## config.mk

```make
export PLATFORM = sky130hd
export DESIGN_NAME = button_debounce
export DESIGN_NICKNAME = d
export VERILOG_FILES = /design/src/rtl/button_debounce.sv
export SDC_FILE = /design/constraint.sdc
export NUM_CORES = 1
export LEC_CHECK = 0
export CAP_MARGIN = 10
export CELL_PAD_IN_SITES_DETAIL_PLACEMENT = 1
export CELL_PAD_IN_SITES_GLOBAL_PLACEMENT = 1
export CORE_UTILIZATION = 40
export DETAILED_ROUTE_END_ITERATION = 16
export PLACE_DENSITY = 0.71
export REMOVE_ABC_BUFFERS = 1
export SLEW_MARGIN = 5
export SYNTH_ARGS = -nofsm -noshare
export SYNTH_HDL_FRONTEND = slang
export SYNTH_SLANG_ARGS = --single-unit
```

## constraint.sdc

```tcl
create_clock -name Clk -period 2.4 [get_ports Clk]
set_input_delay 0.48 -clock Clk [delete_from_list [all_inputs] [get_ports Clk]]
set_output_delay 0.48 -clock Clk [all_outputs]
set_load 0.01 [all_outputs]
```

## src/rtl/button_debounce.sv

```systemverilog
// ============================================================================
// Module   : button_debounce
// Brief    : Push-button synchroniser and debouncer with Press/Release pulses
//            and an optional long-press pulse (enabled by BTN_LONG_PRESS_EN).
// Revision : 1.0 - initial release
// ============================================================================
`default_nettype none

module button_debounce #(
    parameter int DB_CYCLES = 1000000,
    parameter int LP_CYCLES = 100000000
) (
    input  logic Clk,
    input  logic Reset,
    input  logic BTN,
    output logic Level,
    output logic Press,
    output logic Release,
    output logic LongPress
);

    localparam int          c_CNT_W   = 27;
    localparam int          c_CNT_MAX = 134217727;
    localparam logic [26:0] c_DB_LAST = 27'(DB_CYCLES - 1);

    generate
        if (DB_CYCLES < 1 || DB_CYCLES > c_CNT_MAX ||
            LP_CYCLES < 1 || LP_CYCLES > c_CNT_MAX) begin : g_bad_params
            $error("button_debounce: DB_CYCLES/LP_CYCLES outside 1..2^27-1");
        end
    endgenerate

    typedef enum logic [1:0] {
        IDLE         = 2'd0,
        PRESS_WAIT   = 2'd1,
        HELD         = 2'd2,
        RELEASE_WAIT = 2'd3
    } state_t;

    state_t             r_state;
    logic [c_CNT_W-1:0] r_db_cnt;
    logic               r_sync1;
    logic               r_btn_s;
    logic               r_level;
    logic               r_press;
    logic               r_release;

    logic w_db_done;
    logic w_press_next;
    logic w_release_next;

    assign w_db_done      = (r_db_cnt == c_DB_LAST);
    assign w_press_next   = (r_state == PRESS_WAIT)   &&  r_btn_s && w_db_done;
    assign w_release_next = (r_state == RELEASE_WAIT) && !r_btn_s && w_db_done;

    always_ff @(posedge Clk) begin
        if (Reset) begin
            r_state   <= IDLE;
            r_db_cnt  <= '0;
            r_sync1   <= 1'b0;
            r_btn_s   <= 1'b0;
            r_level   <= 1'b0;
            r_press   <= 1'b0;
            r_release <= 1'b0;
        end else begin
            r_sync1   <= BTN;
            r_btn_s   <= r_sync1;
            r_press   <= 1'b0;
            r_release <= 1'b0;
            case (r_state)
                IDLE: begin
                    r_level <= 1'b0;
                    if (r_btn_s) begin
                        r_state  <= PRESS_WAIT;
                        r_db_cnt <= '0;
                    end
                end
                PRESS_WAIT: begin
                    if (!r_btn_s) begin
                        r_state <= IDLE;
                    end else if (w_db_done) begin
                        r_state <= HELD;
                        r_level <= 1'b1;
                        r_press <= 1'b1;
                    end else begin
                        r_db_cnt <= r_db_cnt + 27'd1;
                    end
                end
                HELD: begin
                    if (!r_btn_s) begin
                        r_state  <= RELEASE_WAIT;
                        r_db_cnt <= '0;
                    end
                end
                RELEASE_WAIT: begin
                    // A bounce back high rejoins HELD; the window restarts on re-entry.
                    if (r_btn_s) begin
                        r_state <= HELD;
                    end else if (w_db_done) begin
                        r_state   <= IDLE;
                        r_level   <= 1'b0;
                        r_release <= 1'b1;
                    end else begin
                        r_db_cnt <= r_db_cnt + 27'd1;
                    end
                end
                default: r_state <= IDLE;
            endcase
        end
    end

    assign Level   = r_level;
    assign Press   = r_press;
    assign Release = r_release;

`ifdef BTN_LONG_PRESS_EN
    localparam logic [26:0] c_LP_MAX  = 27'(LP_CYCLES);
    localparam logic [26:0] c_LP_LAST = 27'(LP_CYCLES - 1);

    logic [c_CNT_W-1:0] r_hold_cnt;
    logic               r_long;

    // Counter saturates at LP_CYCLES so the pulse can fire only once per press.
    always_ff @(posedge Clk) begin
        if (Reset) begin
            r_hold_cnt <= '0;
            r_long     <= 1'b0;
        end else begin
            r_long <= 1'b0;
            if (w_press_next) begin
                r_hold_cnt <= '0;
            end else if (r_state == HELD || r_state == RELEASE_WAIT) begin
                if (r_hold_cnt != c_LP_MAX) begin
                    r_hold_cnt <= r_hold_cnt + 27'd1;
                end
                if (r_hold_cnt == c_LP_LAST && !w_release_next) begin
                    r_long <= 1'b1;
                end
            end
        end
    end

    assign LongPress = r_long;
`else
    assign LongPress = 1'b0;
`endif

endmodule

`default_nettype wire

```

# Word-level counts from Yosys, hierarchy flattened
# Index checks and enable logic that the tools add are counted.
word_totals:
  regBits: 34
  mem_count: 0
  wordCells: 49
  mem_bits_ro: 0
  ramBits: 0
  latchBits: 0
  inputBits: 3
classes:
  reduce_logical: 7
  n_mul: 0
  n_shift: 0
  addsub: 1
  bitwise: 3
  magnitude_cmp: 0
  div_mod_pow: 0
  muxes: 19
  n_eq_ne: 12
op_table:
  columns: ["cell", "n"]
  rows:
  - ["$mux 27", 5]
  - ["$pmux 27 s4", 1]
  - ["$add 27x1->27 const B", 1]
  - ["$eq 27x20->1 const B", 1]
  - ["$mux 2", 6]
  - ["$ne 2x2->1 const B", 6]
  - ["$pmux 2 s4", 1]
  - ["$reduce_and 4->1", 2]
  - ["$ne 3x3->1 const B", 2]
  - ["$reduce_or 3->1", 2]
  - ["$mux 1", 5]
  - ["$reduce_and 5->1", 1]
  - ["$eq 2x2->1 const B", 2]
  - ["$not 1->1", 3]
  - ["$pmux 1 s3", 1]
  - ["$reduce_bool 3->1", 1]
  - ["$eq 2x1->1 const B", 1]
  - ["$logic_not 2->1", 1]

# Longest topological paths before layout
depth:
  ltp_word: 4
  depth_mapped: 7
  depth_no_buf: 6

# Worst setup path before layout
# No wires, ideal clock.
synth_timing:
  kind: "register -> register"
  from: "register r_db_cnt[0]"
  to: "register r_db_cnt[6]"
  setup_slack_ps: 526
  required_ps: 2321
  arrival_time_ps: 1795
  setup_time_ps: 79
  stages_incl_launch_ff: 8
  cell_sequence: "dfxtp_1 > ha_1 > and3_2 > nand4_1 > o21ai_2 > clkbuf_1 > nand3_1 > o211ai_1"
synth_via:
  elab_chain_cells: 4
  elab_cells_between_ends: 6
  cone_classes: "1 x add/sub; 1 x eq/ne; 4 x mux"
synth_lines:
  columns: ["item", "line", "rtl"]
  rows:
  - ["from (decl)", "41", "logic [c_CNT_W-1:0] r_db_cnt;"]
  - ["from (signal assigned)", "86", "r_db_cnt <= r_db_cnt + 27'd1;"]
  - ["from (signal assigned)", "104", "r_db_cnt <= r_db_cnt + 27'd1;"]
  - ["$add 27x1->27 or $eq 27x20->1 (tied branches)", "86, 104, 52", null]
  - ["$mux 27 (*)", "81, 99", null]
  - ["$mux 27 (on tied branches)", "97, 79", null]
  - ["$pmux 27 s4 (*)", "70", "case (r_state)"]
# Every way passes the cells marked *; elsewhere a longest branch is shown, timed or not. The select of a mux whose other input is x is not followed.
# A chain may end at the register's enable or synchronous reset.

# Final worst setup path
layout_timing:
  from: "register r_db_cnt[8]"
  to: "register r_db_cnt[19]"
# Same word-level chain as after synthesis.

==> results.json <==
{
  "setup_violations": 0,
  "synth_cell_types": 51,
  "cts_tree": "done",
  "dieArea_um2": 5030,
  "worstPathMaxFanout": 9,
  "powerDensity_nw_per_um2": 508,
  "intPower_mw": 0.814,
  "cts_max_path_buffers": 2,
  "synth_top_family_by_area": "simple AND/OR/NAND/NOR gates",
  "dr_total_vias": 1889,
  "fin_crit_ns": 2.20,
  "port-buffer-count": 5,
  "yosysWarnings": 0,
  "initial_core_util_pct": 42.5,
  "place.gp.congestion": 0.888,
  "start_kind": "flop",
  "setup_tns_ns": 0,
  "synthMuxAreaShare_pct": 3.95,
  "holdBufCountCts": 0,
  "postRouteAntennaNets": 0,
  "drive_gt1_share_pct": 12.4,
  "p_sw_share_pct": 23.3,
  "synthArstFlopShare_pct": 0,
  "slowest_stage": "or4_4",
  "cts_max_level": 2,
  "clk_latency_ns": 0.29,
  "cts_inserted_buffers": 5,
  "synth_simple_gate_area_share_pct": 32.5,
  "syn_area_per_cell_um2": 8.12,
  "via_per_inst": 6.43,
  "synth-seq-cells": 34,
  "finalCritPeriodShare_pct": 91.5,
  "synth_xor_area_share_pct": 0.922,
  "synth_compound_area_share_pct": 19.4,
  "max_slew_margin_pct": 58.4,
  "die_w_um": 70.9,
  "synthAdderAreaFrac_pct": 0.658,
  "arrival_ns": 2.42,
  "hold_class": "flop to flop",
  "finalClockSkew_ns": 0.0107,
  "rsz0062_at_grt": "false",
  "worstMarginPinSlew_ns": 0.619,
  "comb_power_share_pct": 4.8,
  "status": "finished, final reports clean",
  "antenna_cells": 0,
  "clkPwrFrac_pct": 41.6,
  "grt_pass1_wl_mm": 9.40,
  "path_clk_slew_ns": 0.08,
  "grt-ovfl-total": 0,
  "first_pass_iters": 4,
  "synth_seq_area_share_pct": 35.8,
  "slew_viol_final": 0,
  "leakage_nw": 0.668,
  "synth-edff-count": 0,
  "cts_setup_buffers": 0,
  "final_common_cell": "dfxtp_1",
  "end_kind": "flop",
  "maxCapViolations": 0,
  "antenna_found_initial": 0,
  "syn_area_um2": 1900,
  "vdd_drop_max_uv": 224,
  "post_cts_resized": 0,
  "syn_to_final_growth_pct": 9.94,
  "hpwlAfterDp_mm": 3.86,
  "routedWlPerCell_um": 18.4,
  "cts_root_buffer": "clkbuf_8",
  "final_cell_mix": "dfxtp_1, nor2_1, nand3_1, nand2_1, o21ai_0",
  "p_seq_share_pct": 53.5,
  "drt-initial-drc-count": 96,
  "fillers": 549,
  "worstPathCellList": "nand4_2 -> or4_4 -> or4_1 -> a21oi_1 -> a31o_1",
  "placement_rows": 24,
  "grt_max_degree": 22,
  "critPathKind": "flop to flop",
  "core-area_um2": 4470,
  "drc_errors": 0,
  "grt_pass1_vias": 1969,
  "routed_wl_mm": 5.40,
  "dpl.cell_count": 286,
  "pin_count": 7,
  "finalNetCount": 245,
  "fp.dieH_um": 70.9,
  "syn_inst": 234,
  "instances_no_fill": 294,
  "p_sw_mw": 0.247,
  "slowest_delay_ns": 0.63,
  "hold_violations": 0,
  "max_freq_mhz": 455,
  "grt_use_total_pct": 23.7,
  "clock_sinks": 34,
  "required_ns": 2.63,
  "synthFlopType": "dfxtp_1"
}
[critical path, delay by kind of cell, from the launching register on]
kind,cells,cell delay (ns)
AO/OA/AOI/OAI,2,0.28
flip-flops,1,0.52
AND/OR/NAND/NOR,3,1.34
[per-layer routing]
layer / vias up / GRT usage (%) / part of all wire (%)
li1: 898 / - / -
met1: 935 / 29.6 / 46
met2: 45 / 40.5 / 50
met3: 11 / 4.27 / 3.2
met4: 0 / 9.56 / 1.2
met5: - / 0 / 0
[power groups by stage]
stage | Combinational (mW) | Clock (mW) | Sequential (mW)
6_report | 0.0514 | 0.442 | 0.568
3_5_place_dp | 0.0510 | 0 | 0.581
3_3_place_gp | 0.0495 | 0 | 0.581
5_1_grt | 0.0560 | 0.485 | 0.568
4_1_cts | 0.0512 | 0.453 | 0.568
2_1_floorplan | 0.0193 | 0 | 0.582
[synthesized netlist by cell type, types with 2 or more instances]
cell | count | area, um2
nor4_1 | 10 | 62.6
nor2b_1 | 2 | 12.5
mux2_2 | 4 | 45.0
a2bb2oi_1 | 3 | 26.3
buf_4 | 2 | 15.0
nor2_1 | 20 | 75.1
nor4b_1 | 4 | 35.0
o21a_1 | 5 | 37.5
mux2i_1 | 3 | 30.0
or3_1 | 2 | 12.5
o211ai_1 | 3 | 22.5
a31oi_1 | 2 | 12.5
inv_1 | 9 | 33.8
nand4_2 | 2 | 25.0
o21ai_0 | 13 | 65.1
clkbuf_1 | 9 | 33.8
o32ai_1 | 3 | 26.3
nor3_1 | 9 | 45.0
nand3_1 | 19 | 95.1
a21oi_1 | 12 | 60.1
a22oi_1 | 6 | 45.0
nand4_1 | 7 | 43.8
dfxtp_1 | 34 | 681
clkbuf_8 | 2 | 27.5
nand2_1 | 18 | 67.6
or4_1 | 6 | 45.0
[cells by family after synthesis]
| kind of cell | Yosys count |
|---|---|
| simple gates | 109 |
| mux | 7 |
| other cells | 1 |
| compound gates | 56 |
| fa+ha+maj | 1 |
| flops | 34 |
| xor+xnor | 2 |
| buf+inv | 24 |
[worst paths after layout]
check        slack [ns]  cells past startpoint                        end                     start
max reg2reg        0.20                      5  r_db_cnt[19]$_SDFFE_PP0P_  r_db_cnt[8]$_SDFFE_PP0P_
max                0.20                      5  r_db_cnt[19]$_SDFFE_PP0P_  r_db_cnt[8]$_SDFFE_PP0P_
min reg2reg        0.45                      1         r_btn_s$_SDFF_PP0_        r_sync1$_SDFF_PP0_
min                0.45                      1         r_btn_s$_SDFF_PP0_        r_sync1$_SDFF_PP0_
[cell type report]
cell class,count,area [um2],share of cell area (%)
sequential,34,681,32.6
timing repair buffer,15,125,5.99
clock buffer,7,86.3,4.13
inverter,9,33.8,1.62
clock inverter,1,5.00,0.240
multi-input combinational,176,1090,52.3
tap,52,65.1,3.11
[metrics by stage]
stage	area, um2	utilization [%]	power [mW]	worst slack (ns)	hold WS, ns
final	2090	46.7	1.06	0.203	0.451
after global routing	2090	46.7	1.11	0.0761	0.472
after CTS	2090	46.7	1.07	0.246	0.458
after detailed placement	2000	44.7	0.632	0.300	0.443
after global placement	2000	44.7	0.630	0.364	0.422
after floorplan	1810	-	0.601	0.352	0.414
[flip-flops by register name, summed over array words and instances (netlist names), named ones only]
signal / cells
Level: 1
Press: 1
Release: 1
r_btn_s: 1
r_db_cnt: 27
r_state: 1
r_sync1: 1
Note: power is estimated with default switching activity, not from simulation.
